==> src/rtl/pipe_pkg.sv <==
// Shared pipeline package: stage bundle widths, bundle structs, state enum.
// Imported by every pipeline stage register and its bench.
package pipe_pkg;

  localparam int IF_CTRL_W  = 1;
  localparam int IF_DATA_W  = 64;
  localparam int ID_CTRL_W  = 10;
  localparam int ID_DATA_W  = 136;
  localparam int EX_CTRL_W  = 3;
  localparam int EX_DATA_W  = 68;
  localparam int MEM_CTRL_W = 2;
  localparam int MEM_DATA_W = 68;

  typedef struct packed {
    logic       wb_en;
    logic       mem_r_en;
    logic       mem_w_en;
    logic [3:0] exe_cmd;
    logic       b;
    logic       s;
    logic       imm;
  } id_ctrl_t;

  typedef struct packed {
    logic [31:0] pc;
    logic [31:0] val_rn;
    logic [31:0] val_rm;
    logic [11:0] shift_operand;
    logic [23:0] signed_imm_24;
    logic [3:0]  dest;
  } id_data_t;

  typedef enum logic [1:0] {
    EMPTY = 2'd0,
    ONE   = 2'd1,
    FULL  = 2'd2
  } pipe_state_e;

  function automatic pipe_state_e state_of(
    input logic main_v,
    input logic skid_v
  );
    if (skid_v) return FULL;
    if (main_v) return ONE;
    return EMPTY;
  endfunction

endpackage

==> src/rtl/pipe_sat_counter.sv <==
// Saturating up-counter used for per-stage performance events.
// Ports: clk, rst_n (async low), inc (count enable), cnt (value, sticks at all-ones).
module pipe_sat_counter #(
  parameter int CNT_W = 16
) (
  input  logic             clk,
  input  logic             rst_n,
  input  logic             inc,
  output logic [CNT_W-1:0] cnt
);

  always_ff @(posedge clk or negedge rst_n) begin
    if (!rst_n) begin
      cnt <= '0;
    end else if (inc && (cnt != '1)) begin
      cnt <= cnt + 1'b1;
    end
  end

endmodule

==> src/rtl/pipe_stage_skid.sv <==
// Elastic pipeline register with 2-entry skid buffer and sync flush.
// Ports: clk, rst_n (async low), flush; in_valid/in_ready/in_ctrl/in_data
// upstream; out_valid/out_ready/out_ctrl/out_data downstream; with
// PIPE_STAGE_PERF_EN also stall_cnt and flush_cnt (saturating).
module pipe_stage_skid
  import pipe_pkg::*;
#(
  parameter int CTRL_W = ID_CTRL_W,
  parameter int DATA_W = ID_DATA_W,
  parameter int CNT_W  = 16
) (
  input  logic              clk,
  input  logic              rst_n,
  input  logic              flush,
  input  logic              in_valid,
  output logic              in_ready,
  input  logic [CTRL_W-1:0] in_ctrl,
  input  logic [DATA_W-1:0] in_data,
  output logic              out_valid,
  input  logic              out_ready,
  output logic [CTRL_W-1:0] out_ctrl,
  output logic [DATA_W-1:0] out_data
`ifdef PIPE_STAGE_PERF_EN
  ,
  output logic [CNT_W-1:0]  stall_cnt,
  output logic [CNT_W-1:0]  flush_cnt
`endif
);

  logic              main_v;
  logic              skid_v;
  logic [CTRL_W-1:0] main_ctrl;
  logic [DATA_W-1:0] main_data;
  logic [CTRL_W-1:0] skid_ctrl;
  logic [DATA_W-1:0] skid_data;
  logic              in_fire;
  logic              out_fire;
  logic              st_empty;
  logic              st_one;
  logic              st_full;
  pipe_state_e       state;

  if (CNT_W < 1 || CTRL_W < 1 || DATA_W < 1) begin : g_bad_param
    $error("pipe_stage_skid: widths must be positive");
  end

  // in_ready comes from a flop only: no path from out_ready.
  assign in_ready  = ~skid_v;
  assign out_valid = main_v;
  assign out_ctrl  = main_ctrl;
  assign out_data  = main_data;

  assign in_fire  = in_valid & in_ready;
  assign out_fire = out_valid & out_ready;

  assign st_empty = ~main_v;
  assign st_one   = main_v & ~skid_v;
  assign st_full  = skid_v;
  assign state    = state_of(main_v, skid_v);

  always_ff @(posedge clk or negedge rst_n) begin
    if (!rst_n) begin
      main_v    <= 1'b0;
      skid_v    <= 1'b0;
      main_ctrl <= '0;
      main_data <= '0;
      skid_ctrl <= '0;
      skid_data <= '0;
    end else if (flush) begin
      // Data is left stale; only ctrl must be clean for bubbles.
      main_v    <= 1'b0;
      skid_v    <= 1'b0;
      main_ctrl <= '0;
      skid_ctrl <= '0;
    end else begin
      unique case (1'b1)
        st_empty: begin
          if (in_fire) begin
            main_v    <= 1'b1;
            main_ctrl <= in_ctrl;
            main_data <= in_data;
          end
        end
        st_one: begin
          if (in_fire && out_fire) begin
            main_ctrl <= in_ctrl;
            main_data <= in_data;
          end else if (in_fire) begin
            skid_v    <= 1'b1;
            skid_ctrl <= in_ctrl;
            skid_data <= in_data;
          end else if (out_fire) begin
            main_v    <= 1'b0;
            main_ctrl <= '0;
          end
        end
        st_full: begin
          if (out_fire) begin
            skid_v    <= 1'b0;
            main_ctrl <= skid_ctrl;
            main_data <= skid_data;
            skid_ctrl <= '0;
          end
        end
        default: begin
          main_v <= main_v;
        end
      endcase
    end
  end

`ifdef PIPE_STAGE_PERF_EN
  logic stall_inc;
  logic flush_inc;

  assign stall_inc = out_valid & ~out_ready & ~flush;
  assign flush_inc = flush & main_v;

  pipe_sat_counter #(
    .CNT_W (CNT_W)
  ) u_stall_cnt (
    .clk   (clk),
    .rst_n (rst_n),
    .inc   (stall_inc),
    .cnt   (stall_cnt)
  );

  pipe_sat_counter #(
    .CNT_W (CNT_W)
  ) u_flush_cnt (
    .clk   (clk),
    .rst_n (rst_n),
    .inc   (flush_inc),
    .cnt   (flush_cnt)
  );
`endif

  a_bubble_ctrl: assert property (
    @(posedge clk) disable iff (!rst_n)
    !out_valid |-> (out_ctrl == '0)
  );

  a_skid_main: assert property (
    @(posedge clk) disable iff (!rst_n)
    skid_v |-> main_v
  );

  a_state_ok: assert property (
    @(posedge clk) disable iff (!rst_n)
    (state == FULL) |-> !in_ready
  );

endmodule

==> config.mk <==
export PLATFORM = sky130hd
export DESIGN_NAME = pipe_stage_skid
export DESIGN_NICKNAME = d
export VERILOG_FILES = /design/src/rtl/pipe_pkg.sv /design/src/rtl/pipe_sat_counter.sv /design/src/rtl/pipe_stage_skid.sv
export SDC_FILE = /design/constraint.sdc
export NUM_CORES = 1
export LEC_CHECK = 0
export CAP_MARGIN = 40
export CORE_MARGIN = 2
export CORE_UTILIZATION = 34
export DETAILED_ROUTE_END_ITERATION = 10
export SYNTH_ARGS = -nofsm -noshare
export SYNTH_HDL_FRONTEND = slang
export SYNTH_SLANG_ARGS = --single-unit
export TNS_END_PERCENT = 20
==> constraint.sdc <==
create_clock -name clk -period 3.4 [get_ports clk]
set_clock_uncertainty 0.15 [all_clocks]
set_input_delay 0.51 -clock clk [delete_from_list [all_inputs] [get_ports clk]]
set_output_delay 0.51 -clock clk [all_outputs]
set_load 0.02 [all_outputs]
==> flow_summary_export.csv <==
group,metric,value,unit
place,port-buffer-count,298,
final_layout,num-nets-final,1244,
place,detailedPlacementHpwl,18400,µm
power_and_ir_drop,switching_power,3.12,mW
critical_path,critical_path_peak_fanout,21,
die,num_io_pins,299,
outcome,outcome,"complete, no violations",
critical_path,worst_path_max_delay_cell,"sky130_fd_sc_hd__dfrtp_4",
global_routing,grtUsageTotal,15.0,%
drt,postRouteAntennaNets,0,
place,globalplace.congestion,0.722,
hold_path,whs_path_depth,1,
critical_path,end_kind,"output pin",
critical_path,critical_path.reg2reg.startpoint,"skid_v",
power_and_ir_drop,fraction_of_power_spent_switching_nets,27.8,%
synthesis,synth.yosys.seq_area_share,57.7,%
drt,detail_route.first_pass.iterations,4,
synthesis,syn-cell-area,0.0127,mm²
critical_path,critical_path.startpoint_type,"flop",
final_layout,filler_cell_count,3299,
critical_path,crit_required,2.74,ns
synthesis,syn-num-nets,950,
sta,final.hold.worst_slack,0.332,ns
synthesis,post_synth_inst_count,799,
die,design.die.area,0.0390,mm²
synthesis,post_synth_main_area_contributors,"sky130_fd_sc_hd__dfrtp_1 58%, sky130_fd_sc_hd__mux2_2 29%, sky130_fd_sc_hd__mux2_1 8.1%",
synthesis,post_synth_edffs,0,
die,initial_core_util,34.6,%
clocking,clockBufferDepth,3,
sta,final-hold-violation-count,0,
critical_path,crit_path_start,"skid_v",
die,die_h,198,µm
synthesis,synth_commonest_cells,"326 x sky130_fd_sc_hd__mux2_2, 294 x sky130_fd_sc_hd__dfrtp_1, 92 x sky130_fd_sc_hd__mux2_1, 20 x sky130_fd_sc_hd__a22o_1, 16 x sky130_fd_sc_hd__clkbuf_1",
critical_path,worst-endpoint-arrival,1.81,ns
synthesis,yosys.area.top_type_share,57.7,%
final_layout,layout-area-overhead-vs-synth,34.8,%
global_routing,grt_max_degree,135,
synthesis,yosys_most_used_dff,"sky130_fd_sc_hd__dfrtp_1",
critical_path,path_cells,"inv_1 -> clkdlybuf4s50_1",
drt,vias_per_cell,4.82,
drt,wirelength,29300,µm
sta,final-max-slew-violation-count,0,
die,core_area,0.0368,mm²
global_routing,antenna_found_initial,3,
drt,drc_errors,0,
power_and_ir_drop,clock_power_share,31.1,%
sta,max_slew_margin,43.4,%
power_and_ir_drop,cellInternalPower,8.12,mW
sta,final_min_period_over_clock_period,72.5,%
hold_path,worst_hold_path_type,"reg2reg",
clocking,register_clock_pin_slew_on_the_reported_worst_setup_and_hold_paths,0.06,ns
critical_path,path_delay_family,"buffers and inverters",
critical_path,critPathKind,"reg2out",
critical_path,worst-path-stages,2,
synthesis,postSynthRegisterBits,294,
final_layout,drive_above_1_share,35.2,%
clocking,tritoncts.num_buffers,35,
synthesis,avg_inst_size_synth,15.9,µm²
power_and_ir_drop,seqPwrFrac,42.9,%
global_routing,vias_in_the_first_global_route,8159,
power_and_ir_drop,peak_supply_drop,0.460,mV
die,placement_rows,70,
drt,drtIter0Drc,242,
drt,routed_wire_length_per_instance,18.5,µm
sta,final.setup.tns,0,ns
sta,setup_violations,0,
clocking,cts.root.buffer_cell,"sky130_fd_sc_hd__clkbuf_16",
drt,num_vias,7622,
clocking,ctsHtreeMaxLevel,2,
clocking,clock_tree_from_tritoncts,"built",
clocking,numClockSinks,294,
synthesis,yosys.area.top_type,"sky130_fd_sc_hd__dfrtp_1",
die,die_w,198,µm
synthesis,asr_flop_ratio_synth,100,%
hold_path,worst_hold_startpoint,"out_data[68]",
critical_path,critPathBufInv,2,
power_and_ir_drop,p_leak,7.08,nW
clocking,clock_insertion_delay_worst_skew,0.51,ns
power_and_ir_drop,power.density,654,mW/mm²
global_routing,grt_pass1_wl,46200,µm
critical_path,timing.critical_path.slowest_cell_delay,0.60,ns
sta,period_needed,2.47,ns
critical_path,rr_worst_depth,4,
sta,rsz0062_at_grt,"no",
sta,achievable_clock_frequency,0.406,GHz
flow_run,drv_cap,0,
synthesis,post-synth-top-count-cell,"sky130_fd_sc_hd__mux2_2",
global_routing,grt-ovfl-total,0,
synthesis,synth_cell_type_count,22,
power_and_ir_drop,comb_power_share,26.1,%
synthesis,ys_warn_count,0,
sta,tightestPinTransition,0.849,ns
## state kept, by name, indices dropped and copies added, names as in the netlist
signal and flops:
skid_data 136, skid_v 1, out_ctrl 10, out_valid 1
skid_ctrl 10, out_data 136
## metal layers
| metal | vias to the layer above | track usage, % | part of all wire, % |
|---|---|---|---|
| met4 | 2 | 5.01 | 2.3 |
| met2 | 187 | 23.7 | 47 |
| met5 | - | 0 | 0.055 |
| li1 | 3471 | - | - |
| met1 | 3914 | 19.1 | 43 |
| met3 | 48 | 5.45 | 7.8 |
## area by class of cell
cell class	instances	area, µm²	area share [%]
flip-flops and latches	294	7360	42.9
inverters	2	7.51	0.0437
well taps	468	586	3.41
repair buffers	308	3170	18.4
multi-input cells	452	5000	29.1
diodes	2	5.00	0.0291
clock buffers	48	1010	5.91
clock inverters	6	40.0	0.233
## cells by family (layout without fill, tap and decap cells)
| kind of cell | count (synthesis) | after routing | share of synthesized area, % |
|---|---|---|---|
| multiplexers | 418 | 418 | 36.9 |
| flip-flops | 294 | 294 | 57.7 |
| other | 0 | 2 | 0 |
| AND/OR/NAND/NOR | 7 | 7 | 0.354 |
| buffers and inverters | 53 | 364 | 3.14 |
| AO/OA/AOI/OAI | 27 | 27 | 1.81 |
## final timing paths
check,end,slack (ns)
worst max-delay path,in_ready,0.93
worst min-delay path,out_data[68],0.33
worst max register to register,out_data[16],0.98
worst min register to register,out_data[68],0.33
max in group asynchronous,out_data[40],1.79
min in group asynchronous,skid_ctrl[8],0.41
## worst register-to-register path: cells and delay by family (launching register included)
family	cells	cell delay (ns)
mux	1	0.51
flops	1	0.60
buf+inv	1	0.38
compound gates	1	0.35
simple gates	1	0.31
## repair_timing
item	CTS	global route
hold buffers	1	0
gates resized for setup	0	0
setup buffers	0	0
hold endpoints to repair	74	0
## per-stage QoR
step	cells	cell area, µm²	setup slack (ns)	power, mW	util [%]
after CTS	1578	17200	0.896	11.4	46.7
after global routing	1580	17200	0.880	11.8	46.7
after floorplan	799	12700	1.35	6.38	-
final	1580	17200	0.934	11.2	46.7
after detailed placement	1523	16100	0.707	7.85	43.8
after global placement	1523	16100	0.732	7.78	43.8
## power groups by stage
stage                     sequential (mW)  combinational (mW)  clock [mW]
after floorplan                      5.33                1.05           0
after global placement               4.84                2.94           0
after detailed placement             4.88                2.97           0
after CTS                            4.83                2.99        3.62
after global routing                 4.94                3.14        3.76
final                                4.82                2.93        3.49
## cell usage in the layout (no fill, tap or decap), drive strengths merged, types with 2 or more instances in the layout
master | Yosys | layout
a22o | 20 | 20
clkinv | 0 | 3
mux2 | 418 | 418
a21oi | 3 | 3
clkbuf | 16 | 48
dfrtp | 294 | 294
nor2b | 2 | 2
inv | 2 | 4
buf | 35 | 10
clkdlybuf4s50 | 0 | 297
diode | 0 | 2
(Power assumes the default switching activity.)
